--- config.mk ---
export PLATFORM = sky130hd
export DESIGN_NAME = i2c_sensor_cfg_seq
export DESIGN_NICKNAME = d
export VERILOG_FILES = /design/src/rtl/i2c_sensor_cfg_seq.sv
export SDC_FILE = /design/constraint.sdc
export NUM_CORES = 1
export LEC_CHECK = 0
export ABC_CLOCK_PERIOD_IN_PS = 5400
export BUFFER_PORTS_ARGS = -buffer_cell sky130_fd_sc_hd__clkbuf_2
export CAP_MARGIN = 20
export CORE_UTILIZATION = 57
export DETAILED_ROUTE_END_ITERATION = 10
export GPL_TIMING_DRIVEN = 1
export PLACE_DENSITY = 0.8
export REMOVE_ABC_BUFFERS = 1
export SYNTH_ARGS = -nofsm -noshare
export SYNTH_HDL_FRONTEND = slang
export SYNTH_SLANG_ARGS = --single-unit
--- constraint.sdc ---
create_clock -name clk_i -period 5.4 [get_ports clk_i]
set_input_delay 0.27 -clock clk_i [delete_from_list [all_inputs] [get_ports clk_i]]
set_output_delay 0.27 -clock clk_i [all_outputs]
set_load 0.03 [all_outputs]
--- src/rtl/i2c_sensor_cfg_seq.sv ---
// Table-driven camera-sensor register loader: walks a register ROM and drives the
// byte-level I2C engine through its en/busy handshake, with optional read-back verify.
module i2c_sensor_cfg_seq #(
    parameter logic [7:0] DEVID        = 8'h78,
    parameter int         ADDR_BYTES   = 2,
    parameter int         TBL_AW       = 9,
    parameter int         PWRUP_CYCLES = 256,
    parameter int         DELAY_TICK   = 25000,
    parameter int         MAX_RETRY    = 3
) (
    input  logic                         clk_i,
    input  logic                         rst_i,
    input  logic                         start,
    output logic [TBL_AW-1:0]            tbl_index,
    input  logic [2+8*ADDR_BYTES+8-1:0]  tbl_entry,
    output logic                         iic_en,
    output logic                         iic_mode,
    output logic [31:0]                  wr_data,
    output logic [7:0]                   wr_cnt,
    output logic [7:0]                   rd_cnt,
    input  logic [7:0]                   rd_data,
    input  logic                         iic_busy,
    output logic                         cfg_busy,
    output logic                         cfg_done,
    output logic                         cfg_err,
    output logic [TBL_AW-1:0]            err_index,
    output logic [7:0]                   err_count
);

    localparam int AW = 8 * ADDR_BYTES;
    localparam int CW = AW + 8;
    localparam int EW = CW + 2;

    typedef enum logic [1:0] {
        OP_WRITE        = 2'b00,
        OP_WRITE_VERIFY = 2'b01,
        OP_DELAY        = 2'b10,
        OP_END          = 2'b11
    } op_e;

    typedef enum logic [3:0] {
        S_PWRUP, S_FETCH, S_WR_REQ, S_WR_WAIT, S_RD_REQ,
        S_RD_WAIT, S_CHECK, S_DELAY, S_NEXT, S_DONE
    } state_e;

    state_e          state, state_n;
    logic [EW-1:0]   entry_q, cur_entry;
    logic [CW-1:0]   dly_units;
    logic [31:0]     tick_cnt;
    logic [7:0]      retry;
    logic [7:0]      rd_q;
    logic            busy_q;
    logic            busy_fall, retry_ok, mismatch, flag_entry, tick_last;
    op_e             fetch_op, cur_op;

    logic            en_n, mode_n;
    logic [31:0]     wr_data_n;
    logic [7:0]      wr_cnt_n, rd_cnt_n;

    // Byte 0 is the device address, then register address MSB first, then data.
    function automatic logic [31:0] pack_wr(input logic [EW-1:0] e);
        logic [31:0] w;
        w = '0;
        w[7:0] = DEVID;
        for (int i = 0; i < ADDR_BYTES; i++)
            w[8*(i+1) +: 8] = e[8 + 8*(ADDR_BYTES-1-i) +: 8];
        w[8*(ADDR_BYTES+1) +: 8] = e[7:0];
        return w;
    endfunction

    // The ROM output is only trusted during FETCH; afterwards the latched copy is used.
    assign cur_entry  = (state == S_FETCH) ? tbl_entry : entry_q;
    assign fetch_op   = op_e'(tbl_entry[EW-1 -: 2]);
    assign cur_op     = op_e'(entry_q[EW-1 -: 2]);
    assign busy_fall  = busy_q && !iic_busy;
    assign retry_ok   = retry < 8'(MAX_RETRY);
    assign mismatch   = rd_q != entry_q[7:0];
    assign flag_entry = (state == S_CHECK) && mismatch && !retry_ok;
    assign tick_last  = tick_cnt == 32'(DELAY_TICK - 1);

    always_ff @(posedge clk_i or posedge rst_i) begin
        if (rst_i) state <= S_PWRUP;
        else       state <= state_n;
    end

    // NOTE: every variable assigned in always_comb gets a default first, so no path
    // through the case statement can leave it unassigned and infer a latch.
    always_comb begin
        state_n = state;
        case (state)
            S_PWRUP:   if (tick_cnt == 32'(PWRUP_CYCLES - 1)) state_n = S_FETCH;
            S_FETCH: begin
                case (fetch_op)
                    OP_WRITE, OP_WRITE_VERIFY: state_n = S_WR_REQ;
                    OP_DELAY: state_n = (tbl_entry[CW-1:0] == '0) ? S_NEXT : S_DELAY;
                    default:  state_n = S_DONE;
                endcase
            end
            S_WR_REQ:  if (iic_busy) state_n = S_WR_WAIT;
            S_WR_WAIT: if (busy_fall) state_n = (cur_op == OP_WRITE_VERIFY) ? S_RD_REQ : S_NEXT;
            S_RD_REQ:  if (iic_busy) state_n = S_RD_WAIT;
            S_RD_WAIT: if (busy_fall) state_n = S_CHECK;
            S_CHECK:   state_n = (mismatch && retry_ok) ? S_WR_REQ : S_NEXT;
            S_DELAY:   if (tick_last && dly_units == CW'(1)) state_n = S_NEXT;
            S_NEXT:    state_n = (tbl_index == '1) ? S_DONE : S_FETCH;
            S_DONE:    if (start) state_n = S_FETCH;
            default:   state_n = S_PWRUP;
        endcase

        en_n      = 1'b0;
        mode_n    = 1'b0;
        wr_data_n = '0;
        wr_cnt_n  = '0;
        rd_cnt_n  = '0;
        case (state_n)
            S_WR_REQ, S_WR_WAIT: begin
                en_n      = (state_n == S_WR_REQ);
                wr_data_n = pack_wr(cur_entry);
                wr_cnt_n  = 8'(ADDR_BYTES + 2);
            end
            S_RD_REQ, S_RD_WAIT: begin
                en_n      = (state_n == S_RD_REQ);
                mode_n    = 1'b1;
                wr_data_n = pack_wr(cur_entry);
                wr_cnt_n  = 8'(ADDR_BYTES + 1);
                rd_cnt_n  = 8'd1;
            end
            default: ;
        endcase
    end

    // Outputs are registered from the next state so iic_en drops on the same edge
    // that the request state is left.
    // NOTE: sequential state uses non-blocking assignments so every register
    // samples pre-edge values regardless of statement order.
    always_ff @(posedge clk_i or posedge rst_i) begin
        if (rst_i) begin
            iic_en   <= 1'b0;
            iic_mode <= 1'b0;
            wr_data  <= '0;
            wr_cnt   <= '0;
            rd_cnt   <= '0;
            cfg_busy <= 1'b0;
            cfg_done <= 1'b0;
        end else begin
            iic_en   <= en_n;
            iic_mode <= mode_n;
            wr_data  <= wr_data_n;
            wr_cnt   <= wr_cnt_n;
            rd_cnt   <= rd_cnt_n;
            cfg_busy <= (state_n != S_DONE);
            cfg_done <= (state_n == S_DONE);
        end
    end

    always_ff @(posedge clk_i or posedge rst_i) begin
        if (rst_i) begin
            entry_q   <= '0;
            dly_units <= '0;
            tick_cnt  <= '0;
            retry     <= '0;
            rd_q      <= '0;
            busy_q    <= 1'b0;
            tbl_index <= '0;
        end else begin
            busy_q <= iic_busy;
            if ((state == S_PWRUP && state_n == S_PWRUP) || (state == S_DELAY && !tick_last))
                tick_cnt <= tick_cnt + 32'd1;
            else
                tick_cnt <= '0;
            if (state == S_FETCH) begin
                entry_q   <= tbl_entry;
                dly_units <= tbl_entry[CW-1:0];
            end else if (state == S_DELAY && tick_last) begin
                dly_units <= dly_units - CW'(1);
            end
            if (state == S_RD_WAIT && busy_fall) rd_q <= rd_data;
            if (state == S_CHECK && mismatch && retry_ok) retry <= retry + 8'd1;
            else if (state == S_NEXT)                      retry <= '0;
            if (state == S_NEXT)                tbl_index <= tbl_index + 1'b1;
            else if (state == S_DONE && start)  tbl_index <= '0;
        end
    end

    // Error record is per run: cleared by start, first failing index kept.
    always_ff @(posedge clk_i or posedge rst_i) begin
        if (rst_i) begin
            cfg_err   <= 1'b0;
            err_index <= '0;
            err_count <= '0;
        end else if (state == S_DONE && start) begin
            cfg_err   <= 1'b0;
            err_index <= '0;
            err_count <= '0;
        end else if (flag_entry) begin
            cfg_err <= 1'b1;
            if (!cfg_err) err_index <= tbl_index;
            if (err_count != 8'hFF) err_count <= err_count + 8'd1;
        end
    end

endmodule

==> impl_results.md, run 1 <==
* Overall die width at roughly 120 um
* LEAKAGE at 4.02 nW
* Worst-case headroom to the max-slew limit at 29.1%
* Placer's final routability congestion estimate at about 0.9
* Gate family responsible for the most delay along the worst path: simple AND/OR/NAND/NOR gates
* Delay of the slowest critical-path stage at 0.95 ns
* Power Density at 289 mW/mm^2
* WP buf/inv at 0
* Kind of critical path: flip-flop to flip-flop
* Worst-case reg-to-reg path depth at 6
* Total Negative Setup Slacks at 0 ns
* List of cells traversed by the critical path: ha_1 > nand3_2 > or4_4 > nor4b_4 > o22a_1 > nor2_1
* Minimum clock period after layout at 3.20 ns
* Die Area at about 0.013 mm^2
* Synthesis-to-finish area growth at 16.1%
* Compound-gate portion of the synthesized area at 8.30%
* Initial antenna violation count at 0
* Remaining Overflow, GRT at 0
* TritonCTS clock tree: yes
* CTS Buf Count at 17
* Post-synthesis simple-gate area fraction at 22.1%
* Setup Fix Bufs, Post-CTS at 0
* Count of input and output buffers at 100
* Status: completed
* Slowest-stage cell, CP: sky130_fd_sc_hd__o22a_1
* Cell area after layout at 0.00852 mm^2
* Number of top-level pins at 117
* Detail Placement HPWL at 10.9 mm
* Number of warning messages in the yosys log at 0
* Fill cell instance count of the final layout at 941
* Global-route wire length before repair at 25.9 mm
* Skew-Pair Late Insertion Delay at 0.43 ns
* Maximum vdd ir drop at 0.000208 V
* Deepest level of the CTS H-tree at 4
* Number of routed nets with antenna violations at 0
* Arrival time worst endpoint at approximately 3.5 ns
* Root buf cell: sky130_fd_sc_hd__clkbuf_16
* Number of storage elements in the synthesis netlist at 160
* Number of flops mapped to enable cells by yosys at 0
* Final Skew at 0.0113 ns
* Post-Syn Instances at 730
* Core Footprint at 0.0126 mm^2
* # DRC at 0
* Hold Vio Cnt, Final at 0
* Least-Margin Pin Slew at between 1 and 1.5 ns
* Iteration-0 DRC count of the detailed router at 312
* Register area share after synthesis at 54.6%
* Synth Area in Adders at around 1.2%
* Share of cells above drive strength 1 at 19.8%
* Avg Inst Size Synth at approximately 10 um^2
* Via count normalized by instance count at around 5.6
* Instance area after placement at about 0.008 mm^2
* Fraction of synthesized cell area in xor and xnor cells at under 10%
* Drt wl/cell at 15.6 um
* Nets at 874
* Async SR Flop Fraction at 100%
* Power, Total at 0.00246 W
* Floorplan row count at 41
* Type of origin of the critical path: flip-flop
* Number of failing setup endpoints in the final timing report at 0
* Synth cell types at 57
* Register clock-pin slew on the reported worst setup and hold paths at roughly 0.06 ns
* Pin count of the biggest net entering global routing at 109
* Fmax at 0.313 GHz
* Initial core utilization at 58.4%
* Fraction of the cycle the final worst path needs at between 50% and 60%
* Max_cap viols at 0
* Vias in the first global route at approximately 5400
* Global-route usage over all layers at about a quarter
* Vias post-DR at 5713
* Area of the mapped netlist at 0.00734 mm^2
* Worst-case clock buffer depth at 2
* Sinks on the clock net at 160
* Endpoint type of the worst setup path: flip-flop
* Unrepaired setup endpoints after global routing: false
* Height of the die at 115 um
* Total detailed-routing wirelength at 15.8 mm
* Iteration count of the initial detailed-routing pass at 5
* Main combinational cell family by area after synthesis: simple AND/OR/NAND/NOR gates
* Worst-path maximum fanout at 32
* Critical Path RT at approximately 5.7 ns
* Final slew viol count at 0
* Total number of cells along the worst setup path at 6
* Number of diodes at 0
* Share of cell area taken by muxes after synthesis at 3.00%
* Type of the most critical hold path: input pin to async pin
* Leading register cell type out of synthesis: sky130_fd_sc_hd__dfrtp_1
## path summary, 6_finish.rpt
| path | end | startpoint | slack [ns] |
|---|---|---|---|
| worst max-delay path | tick_cnt[24] | tick_cnt[0] | 2.20 |
| worst min-delay path | wr_cnt[1] | rst_i | 0.06 |
| worst max register to register | tick_cnt[24] | tick_cnt[0] | 2.20 |
| worst min register to register | tick_cnt[0] | tick_cnt[0] | 0.47 |
| max in group asynchronous | state[3] | rst_i | 4.12 |
| min in group clk_i | rd_q[2] | rd_data[2] | 0.08 |
## cell usage in the layout (no fill, tap or decap), types with 2 or more instances in the layout
cell,synthesis,routed
sky130_fd_sc_hd__nand2_1,118,118
sky130_fd_sc_hd__buf_4,23,6
sky130_fd_sc_hd__and2_1,9,9
sky130_fd_sc_hd__or2_2,2,2
sky130_fd_sc_hd__nor4_1,16,15
sky130_fd_sc_hd__nor2_2,2,2
sky130_fd_sc_hd__xor2_1,25,25
sky130_fd_sc_hd__nor4_2,2,3
sky130_fd_sc_hd__inv_1,25,24
sky130_fd_sc_hd__ha_1,7,7
sky130_fd_sc_hd__clkinv_4,0,5
sky130_fd_sc_hd__dfrtp_1,160,160
sky130_fd_sc_hd__mux2_2,8,8
sky130_fd_sc_hd__nand3_2,2,2
sky130_fd_sc_hd__a22o_1,2,2
sky130_fd_sc_hd__nand3_4,2,2
sky130_fd_sc_hd__clkbuf_2,0,100
sky130_fd_sc_hd__o311ai_0,9,9
sky130_fd_sc_hd__o21ai_0,20,20
sky130_fd_sc_hd__xnor2_1,25,24
sky130_fd_sc_hd__clkbuf_16,0,17
sky130_fd_sc_hd__and4_1,6,6
sky130_fd_sc_hd__inv_6,0,2
sky130_fd_sc_hd__clkbuf_8,0,4
sky130_fd_sc_hd__nand4b_1,2,2
sky130_fd_sc_hd__conb_1,1,16
sky130_fd_sc_hd__nor2_1,79,79
sky130_fd_sc_hd__or3_1,4,4
sky130_fd_sc_hd__clkinvlp_4,0,2
sky130_fd_sc_hd__mux2i_1,13,13
sky130_fd_sc_hd__and3_1,6,6
sky130_fd_sc_hd__a21oi_1,32,32
sky130_fd_sc_hd__nor3_1,12,11
sky130_fd_sc_hd__o221ai_1,4,4
sky130_fd_sc_hd__nand4_1,16,16
sky130_fd_sc_hd__or4_4,2,2
sky130_fd_sc_hd__nand3_1,37,37
sky130_fd_sc_hd__nor2b_1,5,5
sky130_fd_sc_hd__o211ai_1,15,15
## metrics by stage
stage / worst slack [ns] / instances / hold WS [ns] / util, %
final: 2.20 / 1014 / 0.0565 / 67.8
after global routing: 1.99 / 1014 / 0.0753 / 67.8
after CTS: 2.20 / 1014 / 0.0646 / 67.8
after detailed placement: 2.23 / 981 / 0.438 / 63.0
after global placement: 2.35 / 981 / 0.430 / 63.0
after floorplan: 0.810 / 703 / 0.301 / -
## cells by family after synthesis
kind of cell               Yosys count
xor gates and xnor gates            50
and+or+nand+nor                    330
muxes                               21
AOI/OAI and AO/OA                   94
DFF                                160
other                                1
buffers and inverters               67
adders and majority gates            7
## area by class of cell
type	count	area, um^2	area share [%]
Sequential cell	160	4000	47.0
Tap cell	172	215	2.53
Clock inverter	10	103	1.20
Multi-Input combinational cell	518	3060	35.9
Inverter	25	98.8	1.16
Timing Repair Buffer	107	556	6.52
Clock buffer	22	484	5.68
## state kept, by name (all words and copies together), names as in the netlist, 8 cells and up
| register | flops |
|---|---|
| err_index | 9 |
| rd_q | 8 |
| tick_cnt | 32 |
| retry | 8 |
| entry_q | 26 |
| wr_data | 25 |
| err_count | 8 |
| tbl_index | 9 |
| dly_units | 24 |
## synthesized netlist by cell type, drive strengths merged (2+ instances only)
cell type | n | area (um^2)
and4 | 6 | 52.6
and2 | 10 | 63.8
o31ai | 2 | 20.0
nor3 | 12 | 60.1
mux2i | 13 | 130
ha | 7 | 87.6
or4 | 3 | 31.3
xor2 | 25 | 219
nand4b | 2 | 17.5
inv | 25 | 93.8
or2 | 2 | 12.5
nand2 | 118 | 443
nor2 | 81 | 309
nor4 | 19 | 146
clkbuf | 12 | 45.0
a22o | 2 | 17.5
o211ai | 15 | 113
buf | 30 | 213
mux2 | 8 | 90.1
nand4 | 16 | 100
a21oi | 33 | 169
and3 | 6 | 37.5
xnor2 | 25 | 219
o21ai | 20 | 100
nor2b | 5 | 31.3
o221ai | 4 | 35.0
o311ai | 10 | 87.6
nand3 | 41 | 240
dfrtp | 160 | 4000
or3 | 4 | 25.0
## what timing repair did
| item | in CTS | in global routing |
|---|---|---|
| hold buffers | 1 | 0 |
| setup endpoints to repair | 0 | 0 |
| gates resized for setup | 0 | 0 |
| endpoints found under the hold margin | 1 | 0 |
## power by group
part | internal (W) | switching [W] | leakage [nW]
clock | 0.000687 | 0.000477 | 0.283
combinational | 0.0000208 | 0.0000667 | 1.85
sequential | 0.00121 | 0.00000632 | 1.88
## per-layer routing
layer  vias to the layer above  wire length, um  global-route usage, %
met3                        28              846                   5.54
li1                       2692                -                      -
met2                       195             7750                   41.0
met1                      2798             6880                   33.2
met4                         0              298                   11.8
met5                         -                0                      0
No activity file was read; power rests on OpenSTA's default activity.
==> run 2, diff against run 1 <==
--- a/config.mk
+++ b/config.mk
@@ -5,13 +5,14 @@
 export SDC_FILE = /design/constraint.sdc
 export NUM_CORES = 1
 export LEC_CHECK = 0
-export ABC_CLOCK_PERIOD_IN_PS = 5400
+export ABC_AREA = 1
+export ABC_CLOCK_PERIOD_IN_PS = 3300
 export BUFFER_PORTS_ARGS = -buffer_cell sky130_fd_sc_hd__clkbuf_2
 export CAP_MARGIN = 20
-export CORE_UTILIZATION = 57
+export CORE_UTILIZATION = 58
 export DETAILED_ROUTE_END_ITERATION = 10
 export GPL_TIMING_DRIVEN = 1
-export PLACE_DENSITY = 0.8
+export PLACE_DENSITY = 0.81
 export REMOVE_ABC_BUFFERS = 1
 export SYNTH_ARGS = -nofsm -noshare
 export SYNTH_HDL_FRONTEND = slang
==> constraint.sdc (replaced) <==
create_clock -name clk_i -period 3.3 [get_ports clk_i]
set_input_delay 0.165 -clock clk_i [delete_from_list [all_inputs] [get_ports clk_i]]
set_output_delay 0.165 -clock clk_i [all_outputs]
set_load 0.03 [all_outputs]
==> run 2 against run 1 <==
Compared with the run above:
- non-clock buffer count is 12 higher
- combinational power is 29% higher
- routed wire length is 18% higher
- area after synthesis is 12% higher
- hold slack worse by 0.042 ns
- power is 72% higher
- clock power is 85% higher
- core utilization is 1.2 points higher
- sequential power is 62% higher
- register-to-register slack worse by 1.5 ns
- first-iteration DRC count is 65% higher
==> impl_results.md, run 2 <==
* Pin count of the biggest net entering global routing at 78 (-28%)
* Register with the highest flop count: tick_cnt
* Nets at 1166 (+33%)
* Root buf cell: sky130_fd_sc_hd__clkbuf_16
* # DRC at 0 (unchanged)
* Area taken by flip-flops and latches at 0.00400 mm^2 (unchanged)
* Final Skew at 0.00748 ns (-0.00383 ns)
* Kind of critical path: flip-flop to flip-flop
* Pre-CTS setup slack at 0.807 ns (-1.42 ns)
* Async SR Flop Fraction at 100% (unchanged)
* Total detailed-routing wirelength at 18.5 mm (+18%)
* Hold Vio Cnt, Final at 0 (unchanged)
* Setup ws final at 0.749 ns (-1.45 ns)
* Post-Syn Instances at 1015 (+39%)
* Via count normalized by instance count at 5.29 (-6.1%)
* Leading cell types in the layout, fill and taps excluded: sky130_fd_sc_hd__nand2_1, sky130_fd_sc_hd__dfrtp_1, sky130_fd_sc_hd__nor2_1
* Number of warning messages in the yosys log at 0 (unchanged)
* Placer's final routability congestion estimate at 0.934 (+6.3%)
* Avg Inst Size Synth at 8.10 um^2 (-19%)
* Share of cells above drive strength 1 at 15.9% (-3.9 points)
* Count of input and output buffers at 100 (unchanged)
* Fmax at 0.392 GHz (+25%)
* Fill cell instance count of the final layout at 1123 (+19%)
* Instance area after placement at 0.00877 mm^2 (+11%)
* Skew-Pair Late Insertion Delay at 0.42 ns (about the same)
* Drt wl/cell at 14.1 um (-9.2%)
* Register clock-pin slew on the reported worst setup and hold paths at 0.06 ns (about the same)
* Routed length on met2 at 9.04 mm (+17%)
* Number of top-level pins at 117 (unchanged)
* Status: completed
* Type of origin of the critical path: flip-flop
* Deepest level of the CTS H-tree at 4 (unchanged)
* Max_cap viols at 0 (unchanged)
* Leading register cell type out of synthesis: sky130_fd_sc_hd__dfrtp_1
* Worst-case clock buffer depth at 2 (unchanged)
* Endpoint type of the worst setup path: flip-flop
* Cell area after layout at 0.00953 mm^2 (+12%)
* Synthesis-to-finish area growth at 16.0% (about the same)
* Share of the synthesized area in the top cell type at 48.7% (-5.8 points)
* Initial antenna violation count at 0 (unchanged)
* Die Area at 0.0147 mm^2 (+9.9%)
* Number of diodes at 0 (unchanged)
* Arrival time worst endpoint at 2.89 ns (-0.56 ns)
* Number of routed nets with antenna violations at 0 (unchanged)
* Global-route usage over all layers at 27.4% (+1.9 points)
* Post-synth top cells: sky130_fd_sc_hd__nand2_1, sky130_fd_sc_hd__dfrtp_1, sky130_fd_sc_hd__nor2_1
* Remaining Overflow, GRT at 0 (unchanged)
* Unrepaired setup endpoints after global routing: false
* Synth cell types at 42 (-26%)
* Sinks on the clock net at 160 (unchanged)
* Vias post-DR at 6945 (+22%)
* Commonest non-fill, non-tap cell in the layout: sky130_fd_sc_hd__nand2_1
* Global-route wire length before repair at 31.6 mm (+22%)
* Routed length on met1 at 8.02 mm (+17%)
* Max reg flops at 32 (unchanged)
* Floorplan row count at 43 (+4.9%)
* Vias in the first global route at 6902 (+27%)
* Fraction of the cycle the final worst path needs at 77.3% (+18 points)
* Minimum clock period after layout at 2.55 ns (-0.648 ns)
* Detail Placement HPWL at 13.0 mm (+19%)
* Height of the die at 121 um (+4.8%)
* Critical Path RT at 3.64 ns (-2.01 ns)
* Resized cells post-CTS at 0 (unchanged)
* Met3 routed wirelength at 971 um (+15%)
* Least-Margin Pin Slew at 0.688 ns (-0.376 ns)
* Worst-case headroom to the max-slew limit at 54.2% (+25 points)
* Initial core utilization at 59.5% (+1.1 points)
* Type of the most critical hold path: input pin to flip-flop
* Iteration-0 DRC count of the detailed router at 515 (+65%)
* Highest layer used for signal routing: met4
* CTS Buf Count at 17 (unchanged)
* Worst-path maximum fanout at 27 (-16%)
* Iteration count of the initial detailed-routing pass at 6 (+1)
* Biggest area consumer among synthesized cells: sky130_fd_sc_hd__dfrtp_1
* Biggest regs: tick_cnt: 32 flops, entry_q: 26 flops, wr_data: 25 flops
* Core Footprint at 0.0138 mm^2 (+10%)
* Most common cell in the netlist: sky130_fd_sc_hd__nand2_1
* TritonCTS clock tree: yes
* Power Density at 444 mW/mm^2 (+53%)
* Register area share after synthesis at 48.7% (-5.8 points)
* Number of failing setup endpoints in the final timing report at 0 (unchanged)
* Power, Total at 0.00423 W (+72%)
* Maximum vdd ir drop at 0.000430 V (+110%)
* LEAKAGE at 5.00 nW (+24%)
* Multi-input logic area at 0.00342 mm^2 (+12%)
* Total Negative Setup Slacks at 0 ns (unchanged)
* Number of flops mapped to enable cells by yosys at 0 (unchanged)
* Overall die width at 121 um (+4.8%)
* Cell types with the largest area share after synthesis: sky130_fd_sc_hd__dfrtp_1, sky130_fd_sc_hd__nand2_1, sky130_fd_sc_hd__nor2_1
* Area of the mapped netlist at 0.00822 mm^2 (+12%)
* Final slew viol count at 0 (unchanged)
* Number of storage elements in the synthesis netlist at 160 (unchanged)
run 2: cell types whose count changed after synthesis, moves of 21 or more:
cell,before,now
sky130_fd_sc_hd__inv_1,25,140
sky130_fd_sc_hd__nand3_1,37,58
sky130_fd_sc_hd__nand2_1,118,208
sky130_fd_sc_hd__nor2_1,79,148
sky130_fd_sc_hd__o21ai_0,20,57
run 2: critical path, stage by stage, from the launching register on:
cell                      delay, ns
sky130_fd_sc_hd__dfrtp_1       0.41
sky130_fd_sc_hd__inv_1         0.13
sky130_fd_sc_hd__nand2_1       0.12
sky130_fd_sc_hd__nor2_4        0.42
sky130_fd_sc_hd__inv_2         0.22
sky130_fd_sc_hd__nor2_1        0.18
sky130_fd_sc_hd__nand2_1       0.07
sky130_fd_sc_hd__nand2_1       0.06
sky130_fd_sc_hd__inv_1         0.06
sky130_fd_sc_hd__nand3_4       0.08
sky130_fd_sc_hd__nand3_4       0.41
sky130_fd_sc_hd__a21oi_2       0.30
run 2: power by group:
group	total [W]	switching, W	leakage (nW)	internal, W
Sequential	0.00196	0.000000358	1.83	0.00196
Clock	0.00215	0.000771	0.311	0.00138
Combinational	0.000113	0.0000819	2.86	0.0000314
Total	0.00423	0.000854	5.00	0.00338
run 2: cell families after synthesis:
group           after synthesis  share of synthesized area (%)
compound gates              120                           9.07
other cells                   1                         0.0456
simple gates                487                           25.8
fa+ha+maj                     7                           1.07
buf+inv                     194                           10.4
flops                       160                           48.7
xor+xnor                     46                           4.90
run 2: final cells by class:
cell class | instances | area share [%]
sequential | 160 | 42.0
multi-input combinational | 676 | 35.8
timing repair buffer | 119 | 7.19
inverter | 147 | 5.85
clock buffer | 22 | 4.87
tap | 180 | 2.36
clock inverter | 9 | 1.89
run 2: metal layers:
| layer | track usage, % | vias up |
|---|---|---|
| li1 | - | 3395 |
| met1 | 34.8 | 3275 |
| met2 | 45.5 | 229 |
| met3 | 5.69 | 46 |
| met4 | 11.3 | 0 |
| met5 | 0 | - |
run 2: final timing paths:
path | slack (ns) | from | endpoint | depth (start not counted)
max in group asynchronous | 2.09 | rst_i | tick_cnt[19] | 4
min reg2reg | 0.46 | tick_cnt[0] | tick_cnt[0] | 1
max reg2reg | 0.75 | state[1] | wr_data[26] | 11
min | 0.01 | tbl_entry[16] | dly_units[16] | 3
max | 0.75 | state[1] | wr_data[26] | 11
min in group asynchronous | 0.42 | rst_i | err_count[3] | 3
run 2: stage by stage:
step | cells | util [%] | hold WS (ns)
floorplan | 983 | - | 0.196
global placement | 1270 | 63.4 | 0.326
CTS | 1313 | 68.9 | 0.00105
detailed placement | 1270 | 63.4 | 0.332
global route | 1313 | 68.9 | 0.0121
finish | 1313 | 68.9 | 0.0149
run 2: timing repair:
action	CTS	global route
endpoints found under the hold margin	86	0
setup buffers	0	0
hold buffers	12	0
